File: src/rtl/opb_register_simulink2ppc_snap.sv
// rtl/opb_register_simulink2ppc_snap.sv - OPB slave publishing a fabric data word, capture status and freeze control to the PPC
module opb_register_simulink2ppc_snap #(
   parameter logic [31:0] C_BASEADDR   = 32'h0108D600,
   parameter logic [31:0] C_HIGHADDR   = 32'h0108D6FF,
   parameter int          C_OPB_AWIDTH = 32,
   parameter int          C_OPB_DWIDTH = 32,
   parameter              C_FAMILY     = "virtex5"
) (
   input  logic                      OPB_Clk,
   input  logic                      OPB_Rst,
   input  logic [0:C_OPB_AWIDTH-1]   OPB_ABus,
   input  logic [0:C_OPB_DWIDTH/8-1] OPB_BE,
   input  logic [0:C_OPB_DWIDTH-1]   OPB_DBus,
   input  logic                      OPB_RNW,
   input  logic                      OPB_select,
   input  logic                      OPB_seqAddr,
   output logic [0:C_OPB_DWIDTH-1]   Sl_DBus,
   output logic                      Sl_xferAck,
   output logic                      Sl_errAck,
   output logic                      Sl_retry,
   output logic                      Sl_toutSup,
   input  logic [31:0]               user_data_in,
   input  logic                      user_data_valid
);

   typedef enum logic [1:0] {IDLE, ACK, HOLD} state_t;

   localparam logic [1:0] IDX_DATA   = 2'd0;
   localparam logic [1:0] IDX_STATUS = 2'd1;
   localparam logic [1:0] IDX_CTRL   = 2'd2;

   state_t      state;
   logic [31:0] data;
   logic [15:0] cnt;
   logic        new_flag;
   logic        ovr;
   logic        freeze;
   logic [1:0]  sel_idx;
   logic        sel_rnw;
   logic        hit;
   logic        capture;
   logic        status_clr;
   logic        ctrl_wr;
   logic [31:0] rd_word;
   logic        unused;

   assign hit = OPB_select && (OPB_ABus >= C_BASEADDR) && (OPB_ABus <= C_HIGHADDR);
   assign capture = user_data_valid && !freeze;
   assign status_clr = (state == ACK) && sel_rnw && (sel_idx == IDX_STATUS);
   assign ctrl_wr = (state == ACK) && !sel_rnw && (sel_idx == IDX_CTRL) && OPB_BE[3];

   assign Sl_errAck  = 1'b0;
   assign Sl_retry   = 1'b0;
   assign Sl_toutSup = 1'b0;

   assign unused = &{1'b0, OPB_seqAddr, OPB_BE[0:2], OPB_DBus[0:30], ^C_FAMILY};

   always_ff @(posedge OPB_Clk or negedge OPB_Rst) begin
      if (!OPB_Rst) begin
         data     <= '0;
         cnt      <= '0;
         new_flag <= 1'b0;
         ovr      <= 1'b0;
         freeze   <= 1'b0;
      end else begin
         if (capture) begin
            data <= user_data_in;
            cnt  <= cnt + 16'd1;
         end
         // A capture landing on the clearing edge keeps NEW but still drops OVR
         if (status_clr) begin
            new_flag <= capture;
            ovr      <= 1'b0;
         end else if (capture) begin
            ovr      <= ovr | new_flag;
            new_flag <= 1'b1;
         end
         if (ctrl_wr) begin
            freeze <= OPB_DBus[31];
         end
      end
   end

   always_ff @(posedge OPB_Clk or negedge OPB_Rst) begin
      if (!OPB_Rst) begin
         state      <= IDLE;
         Sl_xferAck <= 1'b0;
         sel_idx    <= 2'd0;
         sel_rnw    <= 1'b0;
      end else begin
         case (state)
            IDLE: begin
               if (hit) begin
                  state      <= ACK;
                  Sl_xferAck <= 1'b1;
                  sel_idx    <= OPB_ABus[28:29];
                  sel_rnw    <= OPB_RNW;
               end
            end
            ACK: begin
               Sl_xferAck <= 1'b0;
               state      <= OPB_select ? HOLD : IDLE;
            end
            HOLD: begin
               if (!OPB_select) begin
                  state <= IDLE;
               end
            end
            default: begin
               state      <= IDLE;
               Sl_xferAck <= 1'b0;
            end
         endcase
      end
   end

   // Read mux is gated by the registered acknowledge so the bus stays zero otherwise
   always_comb begin
      rd_word = '0;
      if (Sl_xferAck && sel_rnw) begin
         case (sel_idx)
            IDX_DATA:   rd_word = data;
            IDX_STATUS: rd_word = {new_flag, ovr, 14'd0, cnt};
            IDX_CTRL:   rd_word = {31'd0, freeze};
            default:    rd_word = '0;
         endcase
      end
   end

   assign Sl_DBus = rd_word;

endmodule

File: config.mk
export PLATFORM = sky130hd
export DESIGN_NAME = opb_register_simulink2ppc_snap
export DESIGN_NICKNAME = d
export VERILOG_FILES = /design/src/rtl/opb_register_simulink2ppc_snap.sv
export SDC_FILE = /design/constraint.sdc
export NUM_CORES = 1
export LEC_CHECK = 0
export ABC_AREA = 1
export BUFFER_PORTS_ARGS = -buffer_cell sky130_fd_sc_hd__buf_2
export CAP_MARGIN = 20
export CORE_ASPECT_RATIO = 0.8
export CORE_MARGIN = 1.5
export CORE_UTILIZATION = 30
export DETAILED_ROUTE_END_ITERATION = 16
export PLACE_DENSITY_LB_ADDON = 0.25
export SYNTH_ARGS = -nofsm -noshare
export SYNTH_HDL_FRONTEND = slang
export SYNTH_SLANG_ARGS = --single-unit
File: constraint.sdc
create_clock -name OPB_Clk -period 2.8 [get_ports OPB_Clk]
set_clock_uncertainty 0.15 [all_clocks]
set_input_delay 0.56 -clock OPB_Clk [delete_from_list [all_inputs] [get_ports OPB_Clk]]
set_output_delay 0.56 -clock OPB_Clk [all_outputs]
set_load 0.05 [all_outputs]
-- Word level (Yosys, flattened, before mapping)
Cells that the tools add are included.
- word-level logic and storage cells: 49
- output and inout port bits: 36
- bits in registers: 57
- mux-type cells: 12
- reduce and logical (&&, ||, !) cells: 17
- bitwise gates (word level): 2
- eq/ne operators: 6
- magnitude comparators: 2
- add/subtract/negate cells: 1
- operator list (cell ; count):
    32-bit one-hot mux with 3 select lines ; 1
    32-bit by 25-bit greater-or-equal comparator with 1-bit output (second input constant) ; 1
    32-bit by 25-bit less-or-equal comparator with 1-bit output (second input constant) ; 1
    32-bit 2-to-1 mux ; 1
    16-bit by 1-bit adder with 16-bit output (second input constant) ; 1
    1-bit logical AND ; 9
    2-bit 2-to-1 mux ; 3
    2-bit one-hot mux with 3 select lines ; 1
    2-bit AND reduction ; 3
    1-bit 2-to-1 mux ; 5
    2-bit by 1-bit equality test with 1-bit output (second input constant) ; 2
    2-bit equality test (second input constant) ; 2
    2-bit logical NOT ; 2
    2-bit != test (second input constant) ; 2
    1-bit logical NOT ; 2
    1-bit one-hot mux with 2 select lines ; 1
    2-bit nonzero test ; 1
    1-bit NOT ; 1
    1-bit bitwise OR ; 1

-- Longest topological paths before layout
- word-level depth: 5
- mapped depth: 8

-- Worst setup path after synthesis
OpenSTA, ideal clock, no wires.
- path type: register -> output
- start point: reg Sl_xferAck
- end point: out Sl_DBus[10] in the netlist's numbering
- path slack: 0.214 ns
- arrival: 1.876 ns
- cell stages (with the launch flop): 6
- cell sequence: dfrtp_1 > nand2_2 > inv_1 > buf_2 > nand2_1 > nor2_1
- longest elaborated chain between the ends: 2
- ends and longest elaborated chain (item ; RTL line ; RTL):
    start, declared ; 18 ; output logic Sl_xferAck,
    start signal, assigned ; 87 ; Sl_xferAck <= 1'b0;
    start signal, assigned ; 95 ; Sl_xferAck <= 1'b1;
    start signal, assigned ; 101 ; Sl_xferAck <= 1'b0;
    1-bit logical AND ; 120 ; if (Sl_xferAck && sel_rnw) begin
    32-bit 2-to-1 mux ; 120 ;
    end, declared ; 17 ; output logic [0:C_OPB_DWIDTH-1] Sl_DBus,
Every way passes these cells.

-- Worst setup path in the final report
- start point: reg sel_idx[0]
- end point: out Sl_DBus[16] in the netlist's numbering
- longest elaborated chain between the ends: 3
- ends and longest elaborated chain (item ; RTL line ; RTL):
    start, declared ; 38 ; logic [1:0] sel_idx;
    start signal, assigned ; 96 ; sel_idx <= OPB_ABus[28:29];
    2-bit equality test, or another cell as far along ; 121 ; case (sel_idx)
    32-bit one-hot mux with 3 select lines (*) ; 121 ;
    32-bit 2-to-1 mux (*) ; 120 ;
Every way passes the cells marked *; elsewhere a longest branch is shown, timed or not.

==> flow_summary.json <==
{
  "outcome": "finished, final reports clean",
  "drt-vias-per-instance": 4.376,
  "drc": 0,
  "area_growth_pct": 32.93,
  "critPathLaunchType": "flop",
  "initial_core_util_pct": 30.90,
  "pre_cts_ws_ns": 0.3010,
  "busiest_layer": "met2",
  "slew_headroom_pct": 66.36,
  "antennaDiodeCount": 0,
  "drt-initial-drc-count": 105,
  "root_buffer": "clkbuf_16",
  "insertion_delay_ns": 0.32,
  "p_per_area_nw_per_um2": 503.2,
  "final_nets": 615,
  "ant_nets": 0,
  "place_inst": 629,
  "grt_pass1_vias": 2822,
  "worst-path-max-fanout": 14,
  "synth_edf_count": 0,
  "wirelength_mm": 7.846,
  "fp-row-count": 32,
  "grt_use_total_pct": 15.87,
  "io_buffers": 97,
  "vias": 2840,
  "rsz0062_at_grt": "false",
  "synth_flop_cell": "dfrtp_1",
  "die_area_um2": 10590,
  "finalHoldViolCount": 0,
  "cts_buffer_depth": 2,
  "arrival_ns": 1.87,
  "dr.pass1.iters": 4,
  "cap_violations": 0,
  "leakage_nw": 2.129,
  "die_y_um": 92.36,
  "hpwl_mm": 5.758,
  "met1_usage_pct": 19.05,
  "hold_path.class": "input pin to async pin",
  "dieWidth_um": 114.7,
  "final_util_pct": 41.08,
  "routedWlPerCell_um": 12.09,
  "postCtsHoldBufs": 0,
  "instances_no_fill": 649,
  "netlist_area_um2": 2994,
  "peakVddDrop_v": 0.0002246,
  "avgSynthCellArea_um2": 7.393,
  "gp_congestion": 0.7912,
  "tns_ns": 0,
  "h-tree-depth": 3,
  "grt_max_degree": 41,
  "max_freq_mhz": 388.1,
  "synth-seq-cells": 57,
  "crit_path_end_kind": "output port",
  "boundaryPins": 142,
  "overflow": 0,
  "syn_inst": 405,
  "cp.required_ns": 2.09,
  "synth.distinct_cells": 26,
  "core-area_um2": 9689,
  "maxSlewViolCount": 0,
  "antenna_found_initial": 0,
  "synth_seq_area_share_pct": 47.64,
  "grtUsageMet3_pct": 5.628,
  "worstMarginPinSlew_ns": 0.5047,
  "cts-buffers-inserted": 9,
  "worstSetupPathType": "flop to output port",
  "min_period_ns": 2.577,
  "nFillCells": 1065,
  "cts_tree": "built",
  "timing.final.crit_share_pct": 92.03,
  "use_met2_pct": 27.30,
  "grt_pass1_wl_mm": 12.97,
  "layout-drive-gt1-share_pct": 27.29,
  "clock_sinks": 57,
  "setup_viol": 0,
  "async_flop_share_pct": 100.0,
  "clkSlewWorstSetupHoldPaths_ns": 0.05,
  "setup_ws_ns": 0.2232,
  "ys_warn_count": 0
}
critical path: stages, from the launching register on:
cell and delay, ns:
dfrtp_1 0.40, inv_1 0.24, buf_4 0.27, nand3_1 0.10
a21oi_1 0.22, buf_2 0.30
cell type report:
| type | count | area [um2] | area share, % |
|---|---|---|---|
| clock buffers | 10 | 239.0 | 6.004 |
| clock inverters | 6 | 66.31 | 1.666 |
| inverters | 23 | 90.09 | 2.263 |
| multi-input cells | 308 | 1388 | 34.86 |
| flip-flops and latches | 57 | 1426 | 35.84 |
| well taps | 136 | 170.2 | 4.275 |
| repair buffers | 109 | 600.6 | 15.09 |
synthesized netlist by cell type, types with 2 or more instances:
| cell type | n | area, um2 |
|---|---|---|
| nand2_1 | 181 | 679.4 |
| dfrtp_1 | 57 | 1426 |
| nor2_1 | 38 | 142.6 |
| nand3_1 | 25 | 125.1 |
| inv_1 | 23 | 86.33 |
| a21oi_1 | 19 | 95.09 |
| buf_2 | 11 | 55.05 |
| o21ai_0 | 6 | 30.03 |
| buf_4 | 5 | 37.54 |
| nand4_1 | 5 | 31.28 |
| xnor2_1 | 5 | 43.79 |
| xor2_1 | 5 | 43.79 |
| nand2_2 | 4 | 25.02 |
| clkbuf_1 | 3 | 11.26 |
| nand3b_1 | 3 | 22.52 |
| nor2_4 | 3 | 33.78 |
| nor2_2 | 2 | 12.51 |
| o21ai_1 | 2 | 10.01 |
timing repair:
item	in CTS	in global routing
resized for setup	1	1
buffers inserted	0	4
setup endpoints to repair	14	4
pin swaps	0	1
hold endpoints to repair	0	0
kinds of logic after synthesis:
kind of cell | after synthesis | synth area share [%]
other | 1 | 0.1252
flip-flops | 57 | 47.64
AND/OR/NAND/NOR | 266 | 37.78
adder cells (fa/ha/maj) | 1 | 0.4178
XOR/XNOR | 10 | 2.925
buffers and inverters | 42 | 6.352
AO/OA/AOI/OAI | 28 | 4.764
registers in the layout (all words and copies together) (netlist names):
signal,flops
Sl_xferAck,1
cnt,16
data,32
freeze,1
new_flag,1
ovr,1
sel_idx,2
sel_rnw,1
state,2
final timing paths:
kind / start / to / slack (ns) / depth (start not counted)
max in group asynchronous: OPB_Rst / cnt[2] / 1.79 / 2
min in group OPB_Clk: user_data_in[17] / data[17] / 0.27 / 3
min reg2reg: data[3] / data[3] / 0.33 / 2
min: OPB_Rst / cnt[10] / 0.05 / 1
max reg2reg: freeze / cnt[14] / 1.11 / 9
max: sel_idx[0] / Sl_DBus[16] / 0.22 / 5
placed cells by master, fill, tap and decap left out, types with 2 or more instances in the layout:
master | Yosys | final
buf_2 | 11 | 97
conb_1 | 1 | 3
clkinvlp_4 | 0 | 4
buf_4 | 5 | 10
o21ai_1 | 2 | 2
clkbuf_16 | 0 | 9
xor2_1 | 5 | 5
nand3_1 | 25 | 25
nand4_1 | 5 | 5
nand2_2 | 4 | 5
nand2_1 | 181 | 180
xnor2_1 | 5 | 5
nor2_2 | 2 | 2
o21ai_0 | 6 | 6
nor2_4 | 3 | 3
nor2_1 | 38 | 38
a21oi_1 | 19 | 19
nand3b_1 | 3 | 3
inv_1 | 23 | 22
dfrtp_1 | 57 | 57
buf_12 | 0 | 2
report_power, final:
| group | internal (mW) | switching (mW) |
|---|---|---|
| combinational | 0.0354 | 0.0414 |
| clock | 0.713 | 0.389 |
| sequential | 0.825 | 0.000000162 |
| total | 1.57 | 0.430 |
stage by stage:
step | hold WS (ns) | power [mW] | area (um2)
after floorplan | 0.1144 | 0.8568 | 3002
after global placement | 0.3126 | 0.9166 | 3613
after detailed placement | 0.3158 | 0.9181 | 3613
after CTS | 0.06373 | 2.035 | 3921
after global routing | 0.07916 | 2.077 | 3980
final | 0.05023 | 2.003 | 3980
layer usage:
metal	wire, um	share of wire [%]
met1	3581	46
met2	3702	47
met3	495	6.3
met4	67	0.85
met5	0	0
Power figures use the tool's default switching activity.
